==> src/rtl/apu_sfx_pkg.sv <==
// Shared constants for the APU sound-effect player: sound IDs, FSM states and
// per-sound frame-sequencing tables.
package apu_sfx_pkg;

  typedef enum logic [1:0] {
    SND_NONE = 2'b00,
    SND_EAT  = 2'b01,
    SND_HIT  = 2'b10,
    SND_DIE  = 2'b11
  } sound_id_t;

  typedef enum logic {
    ST_IDLE = 1'b0,
    ST_PLAY = 1'b1
  } sfx_state_t;

  localparam int IDX_W = 5;

  localparam int EAT_LEN   = 8;
  localparam int EAT_START = 400;
  localparam int EAT_STEP  = 24;

  localparam int HIT_LEN   = 6;
  localparam int HIT_START = 600;
  localparam int HIT_ALT   = 900;

  localparam int DIE_LEN   = 24;
  localparam int DIE_START = 300;
  localparam int DIE_STEP  = 32;

  function automatic int sound_len(input sound_id_t id);
    case (id)
      SND_EAT: return EAT_LEN;
      SND_HIT: return HIT_LEN;
      SND_DIE: return DIE_LEN;
      default: return 1;
    endcase
  endfunction

  function automatic int sound_start(input sound_id_t id);
    case (id)
      SND_EAT: return EAT_START;
      SND_HIT: return HIT_START;
      SND_DIE: return DIE_START;
      default: return 0;
    endcase
  endfunction

endpackage

==> src/rtl/apu_tone_gen.sv <==
// Square-wave tone generator: counts cycles and toggles the phase every
// half_period cycles while enabled.
module apu_tone_gen #(
  parameter int HP_W = 12
) (
  input  logic            clk,
  input  logic            reset,
  input  logic            restart,
  input  logic            enable,
  input  logic [HP_W-1:0] half_period,
  output logic            phase
);

  logic [HP_W-1:0] count;
  logic            wrap;

  // Widened compare avoids underflow of half_period-1 and still fires when the
  // half-period shrinks below the running count.
  assign wrap = ({1'b0, count} + (HP_W+1)'(1)) >= {1'b0, half_period};

  always_ff @(posedge clk) begin
    if (reset) begin
      count <= '0;
      phase <= 1'b0;
    end else if (restart) begin
      count <= '0;
      phase <= 1'b0;
    end else if (enable) begin
      if (wrap) begin
        count <= '0;
        phase <= ~phase;
      end else begin
        count <= count + HP_W'(1);
      end
    end
  end

endmodule

==> src/rtl/apu_sfx_player.sv <==
// Priority-arbitrated sound-effect player driving a 1-bit square-wave pin.
// Optional feature macro: APU_SFX_DECAY_EN (per-frame volume decay with PWM gating).
module apu_sfx_player
  import apu_sfx_pkg::*;
#(
  parameter int HP_W = 12
) (
  input  logic       clk,
  input  logic       reset,
  input  logic       frame_end,
  input  logic       eat_sound,
  input  logic       hit_sound,
  input  logic       die_sound,
  output logic       audio_out,
  output logic       busy,
  output logic [1:0] active_id
);

  sfx_state_t       state, state_next;
  sound_id_t        cur_id, win_id;
  logic [2:0]       req, prev_req, edges;
  logic [IDX_W-1:0] frame_idx, last_idx;
  logic [HP_W-1:0]  half_period, hp_next;
  logic             accept, start, advance, finish;
  logic             phase;

  function automatic logic [HP_W-1:0] sat_sub(input logic [HP_W-1:0] a, input int b);
    logic [HP_W:0] diff;
    diff = {1'b0, a} - (HP_W+1)'(b);
    return diff[HP_W] ? '0 : diff[HP_W-1:0];
  endfunction

  function automatic logic [HP_W-1:0] sat_add(input logic [HP_W-1:0] a, input int b);
    logic [HP_W:0] sum;
    sum = {1'b0, a} + (HP_W+1)'(b);
    return sum[HP_W] ? '1 : sum[HP_W-1:0];
  endfunction

  assign req   = {die_sound, hit_sound, eat_sound};
  assign edges = req & ~prev_req;

  // IDs are numbered by priority, so a plain compare decides preemption.
  always_comb begin
    win_id = SND_NONE;
    if (edges[2])      win_id = SND_DIE;
    else if (edges[1]) win_id = SND_HIT;
    else if (edges[0]) win_id = SND_EAT;
  end

  assign accept   = (win_id != SND_NONE) && ((state == ST_IDLE) || (win_id >= cur_id));
  assign last_idx = IDX_W'(sound_len(cur_id) - 1);

  always_ff @(posedge clk) begin
    if (reset) state <= ST_IDLE;
    else       state <= state_next;
  end

  // A new start always beats a coincident frame_end, including the final one.
  always_comb begin
    state_next = state;
    start      = 1'b0;
    advance    = 1'b0;
    finish     = 1'b0;
    case (state)
      ST_IDLE: begin
        if (accept) begin
          state_next = ST_PLAY;
          start      = 1'b1;
        end
      end
      ST_PLAY: begin
        if (accept) begin
          start = 1'b1;
        end else if (frame_end) begin
          if (frame_idx == last_idx) begin
            state_next = ST_IDLE;
            finish     = 1'b1;
          end else begin
            advance = 1'b1;
          end
        end
      end
      default: state_next = ST_IDLE;
    endcase
  end

  always_comb begin
    hp_next = half_period;
    case (cur_id)
      SND_EAT: hp_next = sat_sub(half_period, EAT_STEP);
      SND_HIT: hp_next = frame_idx[0] ? HP_W'(HIT_START) : HP_W'(HIT_ALT);
      SND_DIE: hp_next = sat_add(half_period, DIE_STEP);
      default: hp_next = half_period;
    endcase
  end

  always_ff @(posedge clk) begin
    if (reset) begin
      prev_req    <= '0;
      cur_id      <= SND_NONE;
      frame_idx   <= '0;
      half_period <= '0;
    end else begin
      prev_req <= req;
      if (start) begin
        cur_id      <= win_id;
        frame_idx   <= '0;
        half_period <= HP_W'(sound_start(win_id));
      end else if (finish) begin
        cur_id <= SND_NONE;
      end else if (advance) begin
        frame_idx   <= frame_idx + IDX_W'(1);
        half_period <= hp_next;
      end
    end
  end

  apu_tone_gen #(.HP_W(HP_W)) u_tone (
    .clk         (clk),
    .reset       (reset),
    .restart     (start),
    .enable      (state == ST_PLAY),
    .half_period (half_period),
    .phase       (phase)
  );

  assign busy      = (state == ST_PLAY);
  assign active_id = cur_id;

`ifdef APU_SFX_DECAY_EN
  logic [3:0] volume, pwm_cnt;

  always_ff @(posedge clk) begin
    if (reset) begin
      volume  <= '0;
      pwm_cnt <= '0;
    end else begin
      pwm_cnt <= pwm_cnt + 4'd1;
      if (start)                        volume <= 4'd15;
      else if (advance && volume > 4'd1) volume <= volume - 4'd1;
    end
  end

  assign audio_out = busy & phase & (pwm_cnt < volume);
`else
  assign audio_out = busy & phase;
`endif

endmodule

==> config.mk <==
export PLATFORM = sky130hd
export DESIGN_NAME = apu_sfx_player
export DESIGN_NICKNAME = d
export VERILOG_FILES = /design/src/rtl/apu_sfx_pkg.sv /design/src/rtl/apu_tone_gen.sv /design/src/rtl/apu_sfx_player.sv
export SDC_FILE = /design/constraint.sdc
export NUM_CORES = 1
export LEC_CHECK = 0
export CORE_MARGIN = 4
export CORE_UTILIZATION = 35
export CTS_CLUSTER_DIAMETER = 150
export DETAILED_ROUTE_END_ITERATION = 8
export GPL_TIMING_DRIVEN = 0
export PLACE_DENSITY_LB_ADDON = 0.15
export SETUP_SLACK_MARGIN = 0.1
export SYNTH_ARGS = -nofsm -noshare
export SYNTH_HDL_FRONTEND = slang
export SYNTH_SLANG_ARGS = --single-unit
==> constraint.sdc <==
create_clock -name clk -period 6.1 [get_ports clk]
set_clock_uncertainty 0.1 [all_clocks]
set_input_delay 1.83 -clock clk [delete_from_list [all_inputs] [get_ports clk]]
set_output_delay 1.83 -clock clk [all_outputs]
set_load 0.02 [all_outputs]
After elaboration in Yosys (flattened, before gate mapping)
Cells that the tools add are included.
- magnitude comparators: 2
- reduce and logical (&&, ||, !) cells: 10
- muxes and demuxes: 27
- add/subtract/negate cells: 6
- bitwise operators: 6
- eq/ne operators: 8
- operators with widths (cell ; number):
    $mux 12 ; 6
    $pmux 12 s3 ; 1
    $pmux 10 s3 ; 1
    $pmux 5 s3 ; 1
    $add 12x1->13 const B ; 1
    $add 12x6->13 const B ; 1
    $ge 13x12->1 ; 1
    $sub 12x5->13 const B ; 1
    $add 12x1->12 const B ; 1
    $mux 1 ; 12
    $mux 9 ; 1
    $eq 2x2->1 const B ; 4
    $mux 2 ; 4
    $reduce_bool 2->1 ; 3
    $add 5x1->5 const B ; 1
    $eq 5x5->1 ; 1
    $sub 5x2->5 const B ; 1
    $eq 2x1->1 const B ; 2
    $reduce_and 2->1 ; 2
    $reduce_bool 4->1 ; 1
    $and 3x3->3 ; 1
    $not 1->1 ; 3
    $not 3->3 ; 1
    $reduce_and 3->1 ; 1
    7 further kinds ; 7
- logic and storage cells: 66
- flip-flop bits (word level): 36
- output and inout port bits: 4
- input bits: 6

Logic depth before layout (Yosys ltp)
Gate-level depths: netlist of the first run.
- word-level depth: 13
- depth in mapped cells: 13
- gate-level depth less buffers: 12

Cells and area by module
From an unflattened synthesis of the first run, not the netlist that was laid out.
- cells, all modules: 356
- area total of the unflattened synthesis: 2942.8 um^2
- by module, submodules not included (module ; area each (um^2) ; sequential area each (um^2) ; cells each ; instances):
    apu_sfx_player ; 1898.1 ; 440.4 ; 232 ; 1
    apu_tone_gen ; 1044.8 ; 260.2 ; 124 ; 1

Worst setup path after synthesis of the first run
Ideal clock, no wire load.
- path type: input port to flip-flop
- start: input die_sound
- end: register half_period[2]
- slack: 1.980 ns
- data required time: 5.941 ns
- data arrival time: 3.961 ns
- path buffers: 1
- cell stages on the path: 9
- setup time: 0.059 ns
- cell sequence: nand2b_1 -> a21boi_0 -> ha_1 -> nor2b_1 -> o22a_1 -> clkbuf_1 -> nand2_1 -> a311oi_1 -> a41o_1
- cells in the longest elaborated chain, start to end: 9
- elaborated cells between the ends (all ways): 20
- classes of those cells: 1 x order compare; 4 x eq/ne; 8 x mux; 1 x bitwise; 6 x reduce/logical
- ends and longest elaborated chain (element ; line ; RTL):
    from (decl) ; apu_sfx_player.sv:13 ; input logic die_sound,
    $and 3x3->3 (*) ; apu_sfx_player.sv:40 ; assign edges = req & ~prev_req;
    $mux 2 (*) ; apu_sfx_player.sv:45 ; if (edges[2]) win_id = SND_DIE;
    $ge 2x2->1 ; apu_sfx_player.sv:50 ; assign accept = (win_id != SND_NONE) && ((state == ST_IDLE) || (win_id >= cur_id));
    $logic_or 1x1->1 ; apu_sfx_player.sv:50 ;
    $logic_and 1x1->1 ; apu_sfx_player.sv:50 ;
    $mux 1 ; apu_sfx_player.sv:72 ; if (accept) begin
    $mux 1 ; apu_sfx_player.sv:64 ; case (state)
    $ne 2x2->1 (no line) / $reduce_bool 2->1 (equally long branches) ; - ;
    $reduce_and 3->1 (no line) ; - ;
    to (signal assigned) ; apu_sfx_player.sv:108 ; half_period <= HP_W'(sound_start(win_id));
    to (signal assigned) ; apu_sfx_player.sv:113 ; half_period <= hp_next;
    to (decl) ; apu_sfx_player.sv:23 ; logic [HP_W-1:0] half_period, hp_next;
Mark *: on every way between the ends. The rest lies on a longest branch, timed or not.
A chain may end at the register's enable or synchronous reset.

Worst setup path in the final report of the first run
Ends and elaborated chain as after synthesis.

==> results.md, run 1 <==
* Outcome: completed
* CTS buffer count at 5
* Hold WC Path Type: reg -> reg
* Most frequent cells in the layout: 35 x dfxtp_1, 32 x nand2_1, 31 x a21oi_1
* Setup repair bufs after CTS at 0
* CTS max path bufs at 2
* Int Pwr at 483 uW
* Via count at 2380
* Cell Rows at 31
* Drt pass-1 iters at 4
* Area Overhead vs Synth at 12.3%
* Commonest non-fill, non-tap cell in the layout: dfxtp_1
* Cell variety after synth at 54
* Final Hold Fails at 0
* RR Startpoint: u_tone.count[0]
* CTS tree: yes
* Die Ht at 94.4 um
* Syn nets at 365
* Final period utilization at 82.1%
* Crit end category: register
* VDD IR max at 0.000109 V
* NetSw at 279 uW
* Register area share after synthesis at 26.8%
* Reg2Reg Depth at 13
* Die footprint at 8920 um^2
* Worst Path Arrival at 5.14 ns
* Detailed placement HPWL at 4.85 mm
* DR DRC count at 0
* Clock-pin slew on the worst setup and hold paths at 0.07 ns
* Fmax at 200 MHz
* Initial DRC count at 150
* Largest net degree at the start of global routing at 12
* Share of post-route cells with drive strength above 1 at 6.03%
* Cts repair resizes at 0
* Final Critical Period at 5.01 ns
* Main flop type after synthesis: dfxtp_1
* CP Launch Type: input pin
* Combinational fraction of design power at 36.0%
* Final Slew Violations at 0
* Req. time, crit path at 6.23 ns
* RSZ-0062 raised after global routing: false
* Min Hold Slack at 0.400 ns
* Crit path from: die_sound
* Synth Warn # at 0
* Worst Max-Slew Pin Slew at 0.782 ns
* I/O Buffers at 8
* Setup violators final at 0
* Slew headroom at 47.8%
* Worst-path fanout max at 10
* Clock network fraction of total power at 29.1%
* Placer Congestion at 0.892
* Post-synthesis cell count at 332
* DR WL/cell at 14.5 um
* Syn avg cell area at 7.88 um^2
* First-pass GRT wire length at 11.2 mm
* Layout fillers at 749
* Antenna cell count at 0
* Synth Register Bits at 35
* Async SR Flop Fraction at 0%
* # IOs at 10
* Hold path startpoint: u_tone.count[11]
* Hold depth at 2
* Die W at 94.4 um
* Total routing usage reported by global routing at 15.7%
* Clk sinks at 35
* DRT antenna net count at 0
* Lkg Pwr at 0.00112 uW
* Number of enable flip-flop cells after synthesis at 0
* Core area at 7250 um^2
* Power, Total at 762 uW
* WS Path Type: in -> reg
* Grt ovf at 0
* Root buf cell: clkbuf_8
* Antenna violations before repair at 0
* CTS H-tree lvls at 2
* Pwr Density at 260 nW/um^2
* Footprint of the multi-input gates at 1770 um^2
* DR WL met3 at 193 um
* # Max-Cap Violations at 0
* Met1 WL at 3.16 mm
* Final wirelength at 6.46 mm
* FF/Latch Area at 701 um^2
* Clock latency on the worst-skew pair at 0.29 ns
* Final setup TNS at 0 ns
* Reg power frac at 34.9%
* Via density per instance at 5.32
* CTS Hold Bufs at 0
* Nets at 380
* Vias in the first global route at 2314
* Synthesized area at 2620 um^2
* Initial Util at 36.1%
* Switch share at 36.6%
* Met2 WL at 3.03 mm
* Top layer used by detailed routing: met4
[power by group through the flow]
stage / logic [uW] / clock network, uW / registers (uW)
2_1_floorplan: 204 / 0 / 269
3_3_place_gp: 273 / 0 / 271
3_5_place_dp: 271 / 0 / 271
4_1_cts: 274 / 231 / 266
5_1_grt: 309 / 237 / 269
6_report: 275 / 222 / 266
[metrics by stage]
step                std cells  worst slack, ns  cell area (um^2)  utilization [%]
floorplan                 332             1.98              2620                -
global placement          439            0.797              2820             38.9
detailed placement        439            0.804              2820             38.9
CTS                       447             1.09              2940             40.5
global route              447            0.782              2940             40.5
finish                    447             1.09              2940             40.5
[synth_stat cells, types with 3 or more instances]
cell type,n,area [um^2]
o31ai_1,4,30.0
ha_1,27,338
a21o_1,3,22.5
xnor2_1,11,96.3
o21ai_0,12,60.1
nand4_1,6,37.5
a31oi_1,7,43.8
xor2_1,10,87.6
nand3_1,21,105
nor4_1,3,18.8
nor2b_1,10,62.6
nand2b_1,5,31.3
a311oi_1,3,26.3
inv_1,17,63.8
o21ai_1,5,25.0
dfxtp_1,35,701
nand2_1,32,120
a21oi_1,31,155
and3_1,4,25.0
nor3_1,8,40.0
nor2_1,25,93.8
clkbuf_1,14,52.6
[routing by layer]
| layer | global-route usage (%) | up-vias |
|---|---|---|
| met5 | 0 | - |
| met4 | 5.17 | 0 |
| met3 | 2.47 | 9 |
| met2 | 24.9 | 40 |
| met1 | 21.6 | 1112 |
| li1 | - | 1219 |
[final cells by class]
class / count / area share [%]
Buffer: 18 / 2.51
Multi-Input combinational cell: 261 / 60.4
Clock buffer: 6 / 2.81
Timing Repair Buffer: 8 / 2.73
Inverter: 18 / 2.30
Tap cell: 99 / 4.22
Sequential cell: 35 / 23.9
Clock inverter: 2 / 1.19
[state kept, by name (all words and copies together) (netlist names)]
signal / count
active_id: 2
busy: 1
frame_idx: 5
half_period: 11
prev_req: 3
u_tone.count: 12
u_tone.phase: 1
[critical path, stage by stage]
cell	delay, ns
clkdlybuf4s50_1	0.42
nand2b_1	0.20
a21boi_0	0.61
ha_1	0.36
nor2b_1	0.14
o22a_1	0.34
clkbuf_1	0.42
nand2_1	0.34
a311oi_1	0.36
a41o_1	0.13
[worst paths after layout]
| kind | to | slack [ns] |
|---|---|---|
| max | half_period[2] | 1.09 |
| min | u_tone.count[11] | 0.40 |
| max reg2reg | u_tone.count[9] | 2.36 |
| min reg2reg | u_tone.count[11] | 0.40 |
[cells by family (layout without fill, tap and decap cells)]
| group | count (synthesis) | count (layout) | share of synthesized area [%] |
|---|---|---|---|
| buffers and inverters | 36 | 52 | 5.41 |
| flip-flops | 35 | 35 | 26.8 |
| AO/OA/AOI/OAI | 88 | 88 | 23.5 |
| XOR/XNOR | 22 | 22 | 7.94 |
| AND/OR/NAND/NOR | 122 | 122 | 22.6 |
| multiplexers | 2 | 2 | 0.766 |
| adder cells (fa/ha/maj) | 27 | 27 | 12.9 |
Note: power is estimated with default switching activity, not from simulation.
==> inputs of run 2 (changes only) <==
clock period = 4.2 ns   (was 6.1 ns; I/O delays follow)
==> results.md, run 2 (synthesized netlist as in run 1, its figures left out) <==
* Non-Filler Instances at 447 (unchanged)
* Register bank with the most flops: u_tone.count
* Final Slew Violations at 0 (unchanged)
* Max reg flops at 12 (unchanged)
* Worst Path Arrival at 4.01 ns (-1.13 ns)
* Req. time, crit path at 4.33 ns (-1.90 ns)
* CTS H-tree lvls at 2 (unchanged)
* Crit end category: register
* VDD IR max at 0.000159 V (+46%)
* Die footprint at 8920 um^2 (unchanged)
* WS Path Type: in -> reg
* DR WL met3 at 274 um (+42%)
* Final Critical Period at 3.88 ns
* Total routing usage reported by global routing at 15.7% (+0.050 points)
* Top Registers: u_tone.count: 12 flops, half_period: 11 flops, frame_idx: 5 flops
* CTS max path bufs at 2 (unchanged)
* Clk sinks at 35 (unchanged)
* # Max-Cap Violations at 0 (unchanged)
* Fmax at 258 MHz
* # IOs at 10 (unchanged)
* Setup violators final at 0 (unchanged)
* Largest net degree at the start of global routing at 12 (unchanged)
* DR WL/cell at 14.6 um (+0.93%)
* Most frequent cells in the layout: 35 x dfxtp_1, 32 x nand2_1, 31 x a21oi_1
* Met2 WL at 3.04 mm (+0.16%)
* Die Ht at 94.4 um (unchanged)
* Drt pass-1 iters at 4 (unchanged)
* Outcome: completed
* I/O Buffers at 8 (unchanged)
* DRT antenna net count at 0 (unchanged)
* Detailed placement HPWL at 4.85 mm (unchanged)
* Root buf cell: clkbuf_8
* CTS buffer count at 5 (unchanged)
* Clock latency on the worst-skew pair at 0.29 ns (about the same)
* R2r setup slk at 0.46 ns (-1.90 ns)
* Nets at 380 (unchanged)
* First-pass GRT wire length at 11.2 mm (+0.38%)
* Die W at 94.4 um (unchanged)
* Share of post-route cells with drive strength above 1 at 6.61% (+0.57 points)
* Reg2Reg Depth at 13 (unchanged)
* Dpl cells at 439 (unchanged)
* Initial DRC count at 145 (-3.3%)
* Met1 WL at 3.13 mm (-0.85%)
* Pwr Density at 377 nW/um^2 (+45%)
* Worst Max-Slew Pin Slew at 0.773 ns (-0.00956 ns)
* Via density per instance at 5.32 (about the same)
* Commonest non-fill, non-tap cell in the layout: dfxtp_1
* Final Hold Fails at 0 (unchanged)
* Antenna cell count at 0 (unchanged)
* Hold depth at 2 (unchanged)
* CP Launch Type: input pin
* RSZ-0062 raised after global routing: false
* Final period utilization at 92.3%
* Top layer used by detailed routing: met4
* Lkg Pwr at 0.00113 uW (+0.92%)
* Placer Congestion at 0.892 (unchanged)
* Min Hold Slack at 0.400 ns (unchanged)
* Vias in the first global route at 2320 (+0.26%)
* Slew headroom at 48.2% (+0.33 points)
* Hold WC Path Type: reg -> reg
* Initial Util at 36.1% (unchanged)
* Setup repair bufs after CTS at 0 (unchanged)
* CTS tree: yes
* Clock-pin slew on the worst setup and hold paths at 0.07 ns (about the same)
* Via count at 2379 (-0.042%)
* DR DRC count at 0 (unchanged)
* Area Overhead vs Synth at 12.8%
* Final wirelength at 6.52 mm (+0.93%)
* Core area at 7250 um^2 (unchanged)
* Worst-path fanout max at 10 (unchanged)
* CTS Hold Bufs at 0 (unchanged)
* Grt ovf at 0 (unchanged)
* Cell Rows at 31 (unchanged)
* Antenna violations before repair at 0 (unchanged)
-- run 2: cell types whose count changed in the layout (fill, tap and decap cells not counted) --
cell	previous run	this run
clkbuf_2	0	1
clkbuf_1	14	13
a21boi_0	1	0
a21boi_4	0	1
-- run 2: path summary, 6_finish.rpt --
check / end / from
worst max-delay path: half_period[2] / die_sound
worst min-delay path: u_tone.count[11] / u_tone.count[11]
worst max register to register: u_tone.count[9] / u_tone.count[0]
worst min register to register: u_tone.count[11] / u_tone.count[11]
-- run 2: where the power goes --
part	total [uW]	switching [uW]	internal, uW
combinational	402	247	155
sequential	387	30.1	357
clock	322	130	192
-- run 2: layout make-up --
type	instances	area [um^2]
fillers	752	4300
multi-input cells	261	1780
flip-flops and latches	35	701
well taps	99	124
clock buffers	6	82.6
repair buffers	8	80.1
plain buffers	18	75.1
inverters	18	67.6
clock inverters	2	35.0
-- run 2: repair_timing --
item | CTS | global route
pin swaps | 0 | 0
hold endpoints to repair | 0 | 0
setup endpoints to repair | 10 | 6
gates resized for setup | 2 | 3
-- run 2: worst max-delay path: stages --
cell             delay, ns
clkdlybuf4s50_1       0.42
nand2b_1              0.21
a21boi_4              0.31
ha_1                  0.27
nor2b_1               0.15
o22a_1                0.33
clkbuf_2              0.30
nand2_1               0.27
a311oi_1              0.36
a41o_1                0.13
-- run 2: per-layer routing --
| layer | vias up | global-route usage, % |
|---|---|---|
| li1 | 1220 | - |
| met1 | 1100 | 21.6 |
| met2 | 50 | 25.1 |
| met3 | 9 | 2.47 |
| met4 | 0 | 5.17 |
| met5 | - | 0 |
-- run 2: per-stage QoR --
stage	utilization [%]	setup TNS [ns]	total power [uW]	setup slack, ns	cell area [um^2]
after floorplan	-	0	686	0.650	2620
after global placement	38.9	-5.16	790	-0.533	2820
after detailed placement	38.9	-5.25	787	-0.526	2820
after CTS	40.5	0	1120	0.120	2940
after global routing	40.7	0	1190	0.121	2950
final	40.7	0	1110	0.323	2950
